### config.mk
export PLATFORM = sky130hd
export DESIGN_NAME = capi_command_arbiter
export DESIGN_NICKNAME = d
export VERILOG_FILES = /design/src/rtl/capi_command_arbiter.sv
export SDC_FILE = /design/constraint.sdc
export NUM_CORES = 1
export LEC_CHECK = 0
export CORE_MARGIN = 2
export CORE_UTILIZATION = 30
export CTS_CLUSTER_SIZE = 14
export DETAILED_ROUTE_END_ITERATION = 8
export GPL_ROUTABILITY_DRIVEN = 0
export SLEW_MARGIN = 15
export SYNTH_ARGS = -nofsm -noshare
export SYNTH_HDL_FRONTEND = slang
export SYNTH_SLANG_ARGS = --single-unit
### constraint.sdc
create_clock -name clock -period 9.55 [get_ports clock]
set_input_delay 0.955 -clock clock [delete_from_list [all_inputs] [get_ports clock]]
set_output_delay 0.955 -clock clock [all_outputs]
set_load 0.02 [all_outputs]
### src/rtl/capi_command_arbiter.sv
// -----------------------------------------------------------------------------
// capi_command_arbiter
//
// Shares one PSL command interface between NUM_REQ work elements. Requests
// are granted round-robin and each grant takes the lowest free tag from a pool
// of NUM_TAGS. The tag's owner is recorded so that the PSL response for the tag
// can be routed back to the requester that issued it. PSL command credits are
// loaded from croom when the arbiter starts and are then adjusted by response
// credit returns and by issued commands.
//
// Ports
//   clock, reset                 : clock, asynchronous active-low reset
//   enabled                      : level, high = accept and issue commands
//   croom                        : PSL command credits, loaded on IDLE->RUN
//   req_valid/command/address/size : per-requester command request (packed)
//   req_ready                    : one-hot combinational grant
//   command_*                    : registered PSL command bus, odd parity
//   response_*                   : PSL response bus
//   resp_out_valid/code/tag      : response routed to the owning requester
//   busy                         : not IDLE, or tags still outstanding
//   tag_error                    : sticky, response for an unallocated tag
//
// state | meaning
// ------+-----------------------------------------------------------------
// IDLE  | stopped, no tags outstanding; credits reload when enabled rises
// RUN   | granting requests while credits and free tags allow
// DRAIN | disabled; no grants, waiting for outstanding responses
// -----------------------------------------------------------------------------
module capi_command_arbiter #(
   parameter int NUM_REQ  = 2,
   parameter int NUM_TAGS = 16
) (
   input  logic                    clock,
   input  logic                    reset,
   input  logic                    enabled,
   input  logic [7:0]              croom,
   input  logic [NUM_REQ-1:0]      req_valid,
   input  logic [13*NUM_REQ-1:0]   req_command,
   input  logic [64*NUM_REQ-1:0]   req_address,
   input  logic [12*NUM_REQ-1:0]   req_size,
   output logic [NUM_REQ-1:0]      req_ready,
   output logic                    command_valid,
   output logic [12:0]             command_command,
   output logic [63:0]             command_address,
   output logic [11:0]             command_size,
   output logic [7:0]              command_tag,
   output logic                    command_command_parity,
   output logic                    command_address_parity,
   output logic                    command_tag_parity,
   output logic [2:0]              command_abt,
   output logic [15:0]             command_context_handle,
   input  logic                    response_valid,
   input  logic [7:0]              response_tag,
   input  logic [7:0]              response_code,
   input  logic signed [8:0]       response_credits,
   output logic [NUM_REQ-1:0]      resp_out_valid,
   output logic [7:0]              resp_out_code,
   output logic [7:0]              resp_out_tag,
   output logic                    busy,
   output logic                    tag_error
);

   localparam int REQ_W = (NUM_REQ > 1) ? $clog2(NUM_REQ) : 1;
   localparam int TAG_W = (NUM_TAGS > 1) ? $clog2(NUM_TAGS) : 1;
   localparam logic [8:0] TAG_LIMIT = 9'(NUM_TAGS);

   typedef enum logic [1:0] {
      ST_IDLE  = 2'd0,
      ST_RUN   = 2'd1,
      ST_DRAIN = 2'd2
   } state_t;

   state_t                state, state_nxt;
   logic signed [8:0]     credits, credits_nxt;
   logic [REQ_W-1:0]      rr_ptr;
   logic [NUM_TAGS-1:0]   tag_busy;
   logic [REQ_W-1:0]      tag_owner [NUM_TAGS];

   logic                  upper_found, lower_found;
   logic [REQ_W-1:0]      upper_idx, lower_idx;
   logic                  gnt_found;
   logic [REQ_W-1:0]      gnt_idx;
   logic                  tag_free_found;
   logic [TAG_W-1:0]      tag_free_idx;
   logic                  credits_pos;
   logic                  grant;
   logic [12:0]           sel_command;
   logic [63:0]           sel_address;
   logic [11:0]           sel_size;

   logic                  resp_in_range;
   logic [TAG_W-1:0]      resp_tag_idx;
   logic                  resp_hit;
   logic                  resp_err;
   logic signed [8:0]     resp_cr;
   logic signed [8:0]     gnt_dec;

   // Round-robin search: the requester closest at or above rr_ptr wins;
   // otherwise wrap around to the lowest requester below rr_ptr.
   always_comb begin
      upper_found = 1'b0;
      upper_idx   = '0;
      lower_found = 1'b0;
      lower_idx   = '0;
      for (int r = NUM_REQ - 1; r >= 0; r--) begin
         if (req_valid[r]) begin
            if (REQ_W'(r) >= rr_ptr) begin
               upper_found = 1'b1;
               upper_idx   = REQ_W'(r);
            end else begin
               lower_found = 1'b1;
               lower_idx   = REQ_W'(r);
            end
         end
      end
      gnt_found = upper_found | lower_found;
      gnt_idx   = upper_found ? upper_idx : lower_idx;
   end

   // Lowest-index free tag. Uses the registered pool, so a tag freed by a
   // response this cycle only becomes grantable on the next cycle.
   always_comb begin
      tag_free_found = 1'b0;
      tag_free_idx   = '0;
      for (int t = NUM_TAGS - 1; t >= 0; t--) begin
         if (!tag_busy[t]) begin
            tag_free_found = 1'b1;
            tag_free_idx   = TAG_W'(t);
         end
      end
   end

   assign credits_pos = (credits > 9'sd0);
   assign grant       = (state == ST_RUN) && gnt_found && credits_pos && tag_free_found;

   always_comb begin
      req_ready   = '0;
      sel_command = '0;
      sel_address = '0;
      sel_size    = '0;
      for (int r = 0; r < NUM_REQ; r++) begin
         if (REQ_W'(r) == gnt_idx) begin
            req_ready[r] = grant;
            sel_command  = req_command[r*13 +: 13];
            sel_address  = req_address[r*64 +: 64];
            sel_size     = req_size[r*12 +: 12];
         end
      end
   end

   // Response decode: tags beyond the pool or not currently allocated are errors.
   assign resp_in_range = ({1'b0, response_tag} < TAG_LIMIT);
   assign resp_tag_idx  = response_tag[TAG_W-1:0];
   assign resp_hit      = response_valid && resp_in_range && tag_busy[resp_tag_idx];
   assign resp_err      = response_valid && !resp_hit;

   assign resp_cr = response_valid ? response_credits : 9'sd0;
   assign gnt_dec = grant ? 9'sd1 : 9'sd0;

   always_comb begin
      state_nxt   = state;
      credits_nxt = credits + resp_cr - gnt_dec;
      case (state)
         ST_IDLE: begin
            if (enabled) begin
               state_nxt   = ST_RUN;
               credits_nxt = $signed({1'b0, croom});
            end
         end
         ST_RUN: begin
            if (!enabled) state_nxt = ST_DRAIN;
         end
         ST_DRAIN: begin
            if (enabled)            state_nxt = ST_RUN;
            else if (tag_busy == '0) state_nxt = ST_IDLE;
         end
         default: state_nxt = ST_IDLE;
      endcase
   end

   always_ff @(posedge clock or negedge reset) begin
      if (!reset) begin
         state   <= ST_IDLE;
         credits <= '0;
         rr_ptr  <= '0;
      end else begin
         state   <= state_nxt;
         credits <= credits_nxt;
         if (grant) begin
            rr_ptr <= (gnt_idx == REQ_W'(NUM_REQ - 1)) ? '0 : gnt_idx + 1'b1;
         end
      end
   end

   // Tag pool and owner table. A response frees one tag and a grant claims a
   // different (currently free) one, so both may update on the same edge.
   always_ff @(posedge clock or negedge reset) begin
      if (!reset) begin
         tag_busy <= '0;
         for (int t = 0; t < NUM_TAGS; t++) begin
            tag_owner[t] <= '0;
         end
      end else begin
         if (resp_hit) begin
            tag_busy[resp_tag_idx] <= 1'b0;
         end
         if (grant) begin
            tag_busy[tag_free_idx]  <= 1'b1;
            tag_owner[tag_free_idx] <= gnt_idx;
         end
      end
   end

   // Command bus: one-cycle valid after the grant, fields hold otherwise.
   always_ff @(posedge clock or negedge reset) begin
      if (!reset) begin
         command_valid   <= 1'b0;
         command_command <= '0;
         command_address <= '0;
         command_size    <= '0;
         command_tag     <= '0;
      end else begin
         command_valid <= grant;
         if (grant) begin
            command_command <= sel_command;
            command_address <= sel_address;
            command_size    <= sel_size;
            command_tag     <= 8'(tag_free_idx);
         end
      end
   end

   always_ff @(posedge clock or negedge reset) begin
      if (!reset) begin
         resp_out_valid <= '0;
         resp_out_code  <= '0;
         resp_out_tag   <= '0;
         tag_error      <= 1'b0;
      end else begin
         resp_out_valid <= '0;
         if (resp_hit) begin
            resp_out_valid[tag_owner[resp_tag_idx]] <= 1'b1;
            resp_out_code                           <= response_code;
            resp_out_tag                            <= response_tag;
         end
         if (resp_err) begin
            tag_error <= 1'b1;
         end
      end
   end

   assign busy = (state != ST_IDLE) || (|tag_busy);

   assign command_command_parity = ~^command_command;
   assign command_address_parity = ~^command_address;
   assign command_tag_parity     = ~^command_tag;
   assign command_abt            = '0;
   assign command_context_handle = '0;

endmodule

==> run summary <==
Final worst path period share = 0.465
Sequential area share after synthesis = 0.462
Buffers on Ports = 335
Leak = 0.00533 µW
# setup viols final = 0
Fillers = 2739
Arrival time worst endpoint = 4720 ps
Synth Register Bits = 157
DR vias = 7577
Post-synth EDFFs = 0
Yosys cell types = 50
Initial antenna violation count = 1
Final hold violations = 0
Synth Warn # = 0
Post-route ant nets = 0
Relative slew slack = 0.255
Layout cells sized above 1 = 0.0683
Peak VDD IR = 641 µV
Number of global-route vias before repair = 7360
First-pass GRT wire length = 40800 µm
Area Overhead vs Synth = 48.6%
WP data required = 9830 ps
Die width = 172 µm
Setup bufs post-CTS = 0
Syn Area/Cell = 9.08 µm²
CTS root buffer = clkbuf_16
Cell count after synthesis = 936
Most used DFF post-synth = dfrtp_1
Hold WS = 458 ps
Pins over their slew limit = 0
Core box area = 0.0279 mm²
Area of the multi-input gates = 0.00415 mm²
Die H = 172 µm
CTS tree = yes
Crit path kind = in2reg
Post-synthesis async set-or-reset flop share = 1.00
Startpoint types = primary input
Clock transition at the registers of the reported paths = 70 ps
DR iter-0 viols = 488
Setup_tns = 0 ps
Tot GR Track Use = 0.179
Register area = 0.00393 mm²
Largest net degree at the start of global routing = 107
Status = completed
Max-cap violations = 0
Ant diodes = 0
DRT Pass-1 Iters = 6
Starting density of the core = 0.305
# IOs = 359
WL/cell = 16.9 µm
Synthesized cell area = 0.00850 mm²
Hpwl dp = 20200 µm
RSZ-0062 raised after global routing = false
Routed vias/inst = 4.63
Routed wire length = 27600 µm
Num rows = 61
CTS Buffer Depth = 2
Full die area = 0.0297 mm²
Setup crit end kind = flip-flop
Nets = 1480
Pwr Density = 386 mW/mm²
Final worst path period need = 4440 ps
Worst slew pin tran = 1120 ps
Min-delay worst type = reg2reg
Crit Path Max Fanout = 77
DRC = 0
Max Clock Skew = 14.8 ps
H-tree levels = 4
Worst-Skew Late Latency = 420 ps
Clock Sinks = 157
CTS Hold Bufs = 0
Achievable Freq = 225 MHz
Num CTS Buffers = 17
Grt total ovfl = 0
Post_cts resized = 0
## state kept, by name, indices dropped and copies added, names as in the netlist, 4 cells and up
name	count
command_tag	4
credits	9
tag_busy	16
resp_out_code	8
command_address	64
tag_owner	16
resp_out_tag	8
command_command	13
command_size	12
## through the flow
stage | instances | instance area [µm²] | utilization | setup slack [ps] | power (µW)
floorplan | 958 | 8590 | - | 5690 | 3070
global placement | 1605 | 12100 | 0.433 | 4730 | 4230
detailed placement | 1605 | 12100 | 0.433 | 4630 | 4260
CTS | 1637 | 12600 | 0.454 | 5070 | 4950
global route | 1637 | 12600 | 0.454 | 4720 | 5240
finish | 1637 | 12600 | 0.454 | 5110 | 4880
## worst max-delay path, cell delays in order
cell and delay (ps):
clkdlybuf4s50_1 570, o211ai_1 120, a21oi_2 330, o21ai_1 300, inv_6 490, ha_1 330
inv_1 60, ha_1 150, inv_1 50, fa_1 390, nor2b_1 120, o21ai_0 110
a21boi_0 250, o21ai_0 150, a21oi_1 170, xnor2_1 130, nor2_1 50
## routing by layer
metal	vias to the layer above	track usage	wire [µm]
met5	-	0	14
met4	2	0.0406	270
met3	15	0.0442	1930
met2	260	0.307	13400
met1	3578	0.228	12000
li1	3722	-	-
## power breakdown
| group | total (µW) | switching [µW] | internal [µW] | leakage (µW) |
|---|---|---|---|---|
| Combinational | 3040 | 1520 | 1520 | 0.00319 |
| Clock | 658 | 289 | 369 | 0.000264 |
| Sequential | 1180 | 258 | 926 | 0.00187 |
| Total | 4880 | 2070 | 2810 | 0.00533 |
## final timing paths
| path | end | slack (ps) | start | cells after the start |
|---|---|---|---|---|
| worst max-delay path | credits[8] | 5110 | req_valid[0] | 17 |
| worst min-delay path | tag_error | 460 | tag_error | 1 |
| worst max register to register | credits[8] | 5640 | state[1] | 17 |
| worst min register to register | tag_error | 460 | tag_error | 1 |
| max in group asynchronous | command_address[49] | 7570 | reset | 2 |
| min in group asynchronous | credits[7] | 680 | reset | 1 |
## synthesized netlist by cell type, types with 2 or more instances
master,number,area share
mux2_4,4,0.0071
inv_1,32,0.014
or2_2,3,0.0022
nor2b_1,3,0.0022
nand3_1,12,0.0071
nor3_1,2,0.0012
and2_2,4,0.0035
xor2_1,15,0.015
nand2_1,226,0.10
buf_4,23,0.020
o21ai_0,36,0.021
a21boi_0,4,0.0035
clkbuf_1,32,0.014
nor4_1,8,0.0059
o211ai_1,3,0.0026
buf_2,14,0.0082
nand2b_1,5,0.0037
a21oi_1,9,0.0053
a31oi_1,91,0.067
nand4_1,2,0.0015
o31ai_1,5,0.0044
nor2_1,101,0.045
mux4_1,4,0.012
mux2_2,24,0.032
ha_1,16,0.024
xnor2_1,72,0.074
clkbuf_8,2,0.0032
dfrtp_1,157,0.46
mux4_2,6,0.016
## cell usage in the layout, fill, tap and decap left out, types with 5 or more instances in the layout
| cell | instances |
|---|---|
| clkdlybuf4s50_1 | 334 |
| nand2_1 | 226 |
| dfrtp_1 | 157 |
| nor2_1 | 101 |
| a31oi_1 | 91 |
| xnor2_1 | 72 |
| o21ai_0 | 35 |
| inv_1 | 32 |
| mux2_2 | 24 |
| conb_1 | 23 |
| clkbuf_16 | 17 |
| ha_1 | 16 |
| xor2_1 | 15 |
| nand3_1 | 12 |
| a21oi_1 | 9 |
| nor4_1 | 8 |
| mux4_2 | 6 |
| buf_4 | 6 |
| nand2b_1 | 5 |
| o31ai_1 | 5 |
## layout make-up
type / count / area share
multi-input combinational: 696 / 0.328
timing repair buffer: 341 / 0.269
inverter: 33 / 0.0102
tap: 378 / 0.0374
clock inverter: 11 / 0.00871
sequential: 157 / 0.311
clock buffer: 21 / 0.0356
## kinds of logic after synthesis
logic type,synth area share
AND/OR/NAND/NOR,0.180
flip-flops,0.462
AO/OA/AOI/OAI,0.112
buffers and inverters,0.0628
XOR/XNOR,0.0896
multiplexers,0.0671
adder cells (fa/ha/maj),0.0259
other,0.000441
Note: power is estimated with default switching activity, not from simulation.
